===== config.mk =====
export PLATFORM = sky130hd
export DESIGN_NAME = parking_lot_controller
export DESIGN_NICKNAME = d
export VERILOG_FILES = /design/src/rtl/parking_lot_controller.sv
export SDC_FILE = /design/constraint.sdc
export NUM_CORES = 1
export LEC_CHECK = 0
export ABC_AREA = 1
export CORE_MARGIN = 4
export CORE_UTILIZATION = 35
export CTS_CLUSTER_SIZE = 8
export DETAILED_ROUTE_END_ITERATION = 7
export GPL_ROUTABILITY_DRIVEN = 0
export PLACE_DENSITY_LB_ADDON = 0.15
export REMOVE_ABC_BUFFERS = 1
export SETUP_SLACK_MARGIN = 0.15
export SYNTH_ARGS = -nofsm -noshare
export SYNTH_HDL_FRONTEND = slang
export SYNTH_SLANG_ARGS = --single-unit

===== constraint.sdc =====
create_clock -name clk -period 4.3 [get_ports clk]
set_clock_uncertainty 0.2 [all_clocks]
set_input_delay 0.645 -clock clk [delete_from_list [all_inputs] [get_ports clk]]
set_output_delay 0.645 -clock clk [all_outputs]
set_load 0.005 [all_outputs]

===== src/rtl/parking_lot_controller.sv =====
// ---------------------------------------------------------------------------
// parking_lot_controller
//
// Central occupancy controller for a two-lane parking lot. Folds the per-lane
// enter/exit pulses into a saturating occupancy count and runs the entry-gate
// FSM that grants entry while space remains.
//
// Parameters
//   CAPACITY      number of spaces (1..255)
//   GATE_TIMEOUT  max cycles the gate stays open waiting for an entry (1..255)
//
// Ports
//   clk            clock, rising edge
//   Reset          synchronous, active-high reset
//   en0 / en1      lane 0/1 car-entered pulse, one entry per asserted cycle
//   ex0 / ex1      lane 0/1 car-exited pulse, one exit per asserted cycle
//   req_in         car waiting at the entry gate (level)
//   gate_open      gate actuator command (registered Moore output)
//   count          current occupancy (registered)
//   full / empty   count == CAPACITY / count == 0
//   overflow_err   sticky: an entry was counted while already full
//   underflow_err  sticky: an exit was counted while already empty
// ---------------------------------------------------------------------------
module parking_lot_controller #(
    parameter int CAPACITY     = 25,
    parameter int GATE_TIMEOUT = 4
) (
    input  logic                            clk,
    input  logic                            Reset,
    input  logic                            en0,
    input  logic                            ex0,
    input  logic                            en1,
    input  logic                            ex1,
    input  logic                            req_in,
    output logic                            gate_open,
    output logic [$clog2(CAPACITY+1)-1:0]   count,
    output logic                            full,
    output logic                            empty,
    output logic                            overflow_err,
    output logic                            underflow_err
);

    localparam int CW = $clog2(CAPACITY+1);
    // Two extra bits: one for headroom above CAPACITY, one for sign.
    localparam int SW = CW + 2;
    localparam logic signed [SW-1:0] CAP_S  = SW'(CAPACITY);
    localparam logic        [7:0]    TMR_LD = 8'(GATE_TIMEOUT - 1);

    // -----------------------------------------------------------------------
    // Occupancy counter
    // -----------------------------------------------------------------------
    logic [CW-1:0]        count_q, count_d;
    logic                 ovf_q, ovf_d;
    logic                 unf_q, unf_d;
    logic [SW-1:0]        ent_w, ext_w;
    logic signed [SW-1:0] sum_s;

    always_comb begin
        ent_w = SW'(en0) + SW'(en1);
        ext_w = SW'(ex0) + SW'(ex1);
        // Entries and exits in the same cycle net out before clamping, so a
        // full lot with one in and one out stays full without an error.
        sum_s = $signed({2'b00, count_q}) + $signed(ent_w) - $signed(ext_w);

        count_d = count_q;
        ovf_d   = ovf_q;
        unf_d   = unf_q;
        if (sum_s > CAP_S) begin
            count_d = CW'(CAPACITY);
            ovf_d   = 1'b1;
        end else if (sum_s < $signed(SW'(0))) begin
            count_d = '0;
            unf_d   = 1'b1;
        end else begin
            count_d = sum_s[CW-1:0];
        end
    end

    always_ff @(posedge clk) begin
        if (Reset) begin
            count_q <= '0;
            ovf_q   <= 1'b0;
            unf_q   <= 1'b0;
        end else begin
            count_q <= count_d;
            ovf_q   <= ovf_d;
            unf_q   <= unf_d;
        end
    end

    assign count         = count_q;
    assign full          = (count_q == CW'(CAPACITY));
    assign empty         = (count_q == '0);
    assign overflow_err  = ovf_q;
    assign underflow_err = unf_q;

    // -----------------------------------------------------------------------
    // Entry-gate FSM
    // -----------------------------------------------------------------------
    typedef enum logic [1:0] {
        IDLE     = 2'd0,
        OPEN     = 2'd1,
        COOLDOWN = 2'd2
    } gate_state_e;

    gate_state_e state_q;
    logic [7:0]  timer_q;
    logic        gate_open_q;

    // Grants look at the registered full flag, so an exit in the same cycle
    // only enables a grant on the following edge.
    always_ff @(posedge clk) begin
        if (Reset) begin
            state_q     <= IDLE;
            timer_q     <= '0;
            gate_open_q <= 1'b0;
        end else begin
            case (state_q)
                IDLE: begin
                    gate_open_q <= 1'b0;
                    if (req_in && !full) begin
                        state_q     <= OPEN;
                        timer_q     <= TMR_LD;
                        gate_open_q <= 1'b1;
                    end
                end
                OPEN: begin
                    // Close on an entry from either lane, when the other
                    // lane filled the lot, or when the wait budget runs out.
                    if (en0 || en1 || full || (timer_q == '0)) begin
                        state_q     <= COOLDOWN;
                        gate_open_q <= 1'b0;
                    end else begin
                        timer_q <= timer_q - 8'd1;
                    end
                end
                COOLDOWN: begin
                    // The cooldown cycle is the single enforced closed cycle.
                    // Its exit takes the idle grant decision directly, so a
                    // held request reopens after exactly one closed cycle.
                    gate_open_q <= 1'b0;
                    state_q     <= IDLE;
                    if (req_in && !full) begin
                        state_q     <= OPEN;
                        timer_q     <= TMR_LD;
                        gate_open_q <= 1'b1;
                    end
                end
                default: begin
                    state_q     <= IDLE;
                    timer_q     <= '0;
                    gate_open_q <= 1'b0;
                end
            endcase
        end
    end

    assign gate_open = gate_open_q;

endmodule


; Word level (Yosys, flattened, before mapping)
; Cells that the tools add are included.
[word_totals]
out_inout_bits = 10
ff_bits = 18
wordCells = 47
[classes]
order_cmp = 2
mux = 12
n_reduce_logical = 13
n_addsub = 5
bitwise = 1
eq_ne = 7
[ops]
columns = cell, n
row1 = $mux W8, 2
row2 = $pmux W8 S2, 1
row3 = $mux W5, 2
row4 = $logic_not A8 Y1, 1
row5 = $sub A8 B1 Y8 const B, 1
row6 = $gt A7 B6 Y1 const B, 1
row7 = $lt A7 B1 Y1 const B, 1
row8 = $sub A6 B2 Y7, 1
row9 = $add A5 B2 Y6, 1
row10 = $ne A2 B2 Y1 const B, 3
row11 = $pmux W2 S3, 1
row12 = $reduce_and A2 Y1, 3
row13 = $eq A5 B5 Y1 const B, 1
row14 = $logic_not A5 Y1, 1
row15 = $add A1 B1 Y2, 2
row16 = $mux W2, 2
row17 = $logic_or A1 B1 Y1, 3
row18 = $mux W1, 3
row19 = $reduce_or A3 Y1, 1
row20 = $eq A2 B1 Y1 const B, 1
row21 = $eq A2 B2 Y1 const B, 1
row22 = $logic_not A2 Y1, 1
row23 = $ne A2 B1 Y1 const B, 1
row24 = $pmux W1 S2, 1
row25 = other kinds (4), 4

; Logic depth before layout (Yosys ltp)
[logic_depth]
word_depth = 6
depth_mapped = 17
depth_no_buf = 17

; Least setup slack after synthesis
; OpenSTA, ideal clock, no wires.
[synth_path]
path_kind = input-to-reg
from = input ex0
to = register count_q[0] (netlist: count[0])
t_arrival_ns = 3.082
slack_ns = 0.900
setup_ns = 0.118
t_required_ns = 3.982
cell_stages = 15
path_cell_list = inv_1 fa_1 inv_1 fa_1 inv_1 ha_1 fa_1 inv_1 nand2_1 nor2_1 o21ai_0 o21ai_0 ha_1 nand3_2 o21ai_1
[synth_between]
elab_chain_len = 5
elab_cells_between_ends = 6
[synth_rtl]
columns = element, line_no
row1 = from (decl), 31  ; input logic ex0,
row2 = $add A1 B1 Y2 (*), 60  ; ext_w = SW'(ex0) + SW'(ex1);
row3 = $sub A6 B2 Y7 (*), 63  ; sum_s = $signed({2'b00, count_q}) + $signed(ent_w) - $signed(ext_w);
row4 = named net sum_s[2], 56  ; logic signed [SW-1:0] sum_s;
row5 = $lt A7 B1 Y1, 71  ; end else if (sum_s < $signed(SW'(0))) begin
row6 = $mux W5, 71
row7 = $mux W5 (*), 68  ; if (sum_s > CAP_S) begin
row8 = to (signal assigned), 85  ; count_q <= count_d;
row9 = to (decl), 52  ; logic [CW-1:0] count_q, count_d;
; Mark *: on every way through the listed nets, which the timed path passes. The rest lies on a longest branch.
; A chain may end at the register's enable or synchronous reset.

; Worst setup path in the final report
[layout_path]
from = input ex0
to = register count_q[4] (netlist: count[4])
; The elaborated chain is that of the path after synthesis.

==> flow_summary.toml <==
[clock_tree]
post-cts-setup-buffers = 0
cts_hold_buf = 0
clk_latency_ps = 260
clk_pin_slew_ps = 70
root_buffer = "clkbuf_8"
ctsResizeCount = 0
numCtsBuffers = 3
clockBufferDepth = 2
cts_tree = "built"
clock_sinks = 18
htree_levels = 1

[final_layout]
synthToLayoutAreaGrowth_pct = 20.61
postLayoutCoreUtil_pct = 43.40
final_common_cell = "nand2_1"
insertedDiodeCount = 0
drive_gt1_share_pct = 17.33
nNetsFinal = 225
fillCellCount = 384
layout_common_cells = "37 x nand2_1, 30 x inv_1, 22 x nor2_1"

[yosys]
yosysSeqAreaShare_pct = 27.35
synth-seq-cells = 18
syn_area_per_cell_um2 = 7.200
synth_top_area_share_pct = 27.35
synth_area_leaders = "dfxtp_1 27%, ha_1 11%, nand2_1 11%, inv_1 8.5%, nor2_1 6.3%"
synth_cell_types = 27
postSynthCellCount = 183
yosys_warnings = 0
synth_area_um2 = 1318
yosys.area.top_type = "dfxtp_1"

[floorplanning]
pin_count = 17
die_w_um = 69.36
start_util_pct = 35.99
rows = 22
dieArea_um2 = 4810
core_um2 = 3661
die_y_um = 69.36

[routing]
routedWlPerCell_um = 10.21
routed_via_density = 4.480
first_iter_violations = 32
ant_nets = 0
finalWirelength_um = 2552
route.vias.total = 1120
drtPass1Iterations = 4
drc = 0

[placed_design]
io_buffers = 16
post-dp-hpwl_um = 2075

[global_route]
grt_use_total_pct = 11.62
grt_max_degree = 12
overflow = 0
grt_pass1_wl_um = 4657
grt_pass1_vias = 1060
antenna_found_initial = 0

[hold_path]
hold_depth = 2
hold_start = "overflow_err$_SDFFE_PP0N_"
hp-class = "reg2reg"
hold_end = "overflow_err$_SDFFE_PP0N_"

[timing]
period_share_pct = 89.15
slew_violations = 0
layout_min_cycle_time_ps = 3834
hold_violations = 0
worstMarginPinSlew_ps = 567.0
max_freq_mhz = 260.9
slew_headroom_pct = 62.08
setup_viol = 0
rsz0062_at_grt = "no"
fin_tns_setup_ps = 0

[worst_setup_path]
critPathKind = "in2reg"
worstPathArrival_ps = 3780
reg2reg_depth = 13
crit_required_ps = 4250
endpoint_kind = "flip-flop"
cp-start-kind = "input port"
crit_path_max_fanout = 4
rr_endpoint = "count[4]$_SDFF_PP0_"
r2r_slack_ps = 1460
regToRegStartpoint = "count[0]$_SDFF_PP0_"

[flow_run]
drv_cap = 0

[power_and_ir_drop]
vdd_ir_drop_max_uv = 238.7
pwr_density_cell_nw_per_um2 = 580.1
p_leak_uw = 0.0007413

[status]
status = "complete, no violations"
==> per-layer routing <==
layer  track usage [%]  wire (um)  vias to the layer above
met1             15.15       1228                      491
met3             2.029        100                        5
met4             5.857         52                        0
met5                 0          0                        -
li1                  -          -                      601
met2             18.33       1170                       23
==> worst max-delay path: stages <==
cell             delay [ps]
clkdlybuf4s50_1         460
inv_1                    50
fa_1                    520
inv_1                    40
fa_1                    360
inv_1                    70
ha_1                    200
fa_1                    440
inv_1                    80
nand2_1                  60
nor2_1                  110
o21ai_0                  80
o21ai_0                 190
ha_1                    280
nand3_2                 110
o21ai_1                  70
==> report_power, final <==
part	internal, uW	total [uW]	switching (uW)
clock	81.4	140	58.4
combinational	231	541	309
sequential	208	241	34.0
==> per-stage QoR <==
stage	cells	instance area [um^2]	hold WS, ps	setup slack, ps	power [uW]
after floorplan	182	1314	247.5	899.9	631.4
after global placement	246	1534	246.5	298.0	785.0
after detailed placement	246	1534	245.0	184.6	792.6
after CTS	250	1589	263.6	457.8	937.9
after global routing	250	1589	296.1	243.9	1025
final	250	1589	265.4	466.4	921.8
==> cells in the mapped netlist, drive strengths merged <==
| cell | instances |
|---|---|
| nor3 | 2 |
| clkbuf | 1 |
| nand2 | 48 |
| or2 | 1 |
| inv | 35 |
| nand3 | 11 |
| xor2 | 4 |
| a21oi | 11 |
| ha | 12 |
| nand4 | 2 |
| fa | 3 |
| xnor2 | 1 |
| dfxtp | 18 |
| o21ai | 6 |
| o21bai | 1 |
| nor2 | 27 |
==> final cells by class <==
class	count	area [um^2]	area share (%)
clock buffers	4	55.05	3.465
inverters	35	138.9	8.740
multi-input cells	129	814.5	51.26
flip-flops and latches	18	360.3	22.68
well taps	48	60.06	3.780
repair buffers	16	160.2	10.08
==> cells by family after synthesis <==
group	Yosys count	synth area share, %
AND/OR/NAND/NOR	91	32.95
buffers and inverters	36	10.83
AO/OA/AOI/OAI	18	9.592
flip-flops	18	27.35
adder cells (fa/ha/maj)	15	15.95
XOR/XNOR	5	3.324
==> flip-flops by register name, summed over array words and instances (netlist names) <==
register,flops
overflow_err,1
timer_q,8
gate_open,1
state_q,2
count,5
underflow_err,1
==> worst max path at each step <==
stage | from | end | slack (ps) | depth (start not counted)
floorplan | ex0 | count[0]$_SDFF_PP0_ | 900 | 15
global placement | ex0 | count[0]$_SDFF_PP0_ | 300 | 16
detailed placement | ex0 | count[4]$_SDFF_PP0_ | 180 | 16
CTS | ex0 | count[4]$_SDFF_PP0_ | 460 | 16
global route | ex0 | count[0]$_SDFF_PP0_ | 240 | 16
finish | ex0 | count[4]$_SDFF_PP0_ | 470 | 16
Power figures use the tool's default switching activity.
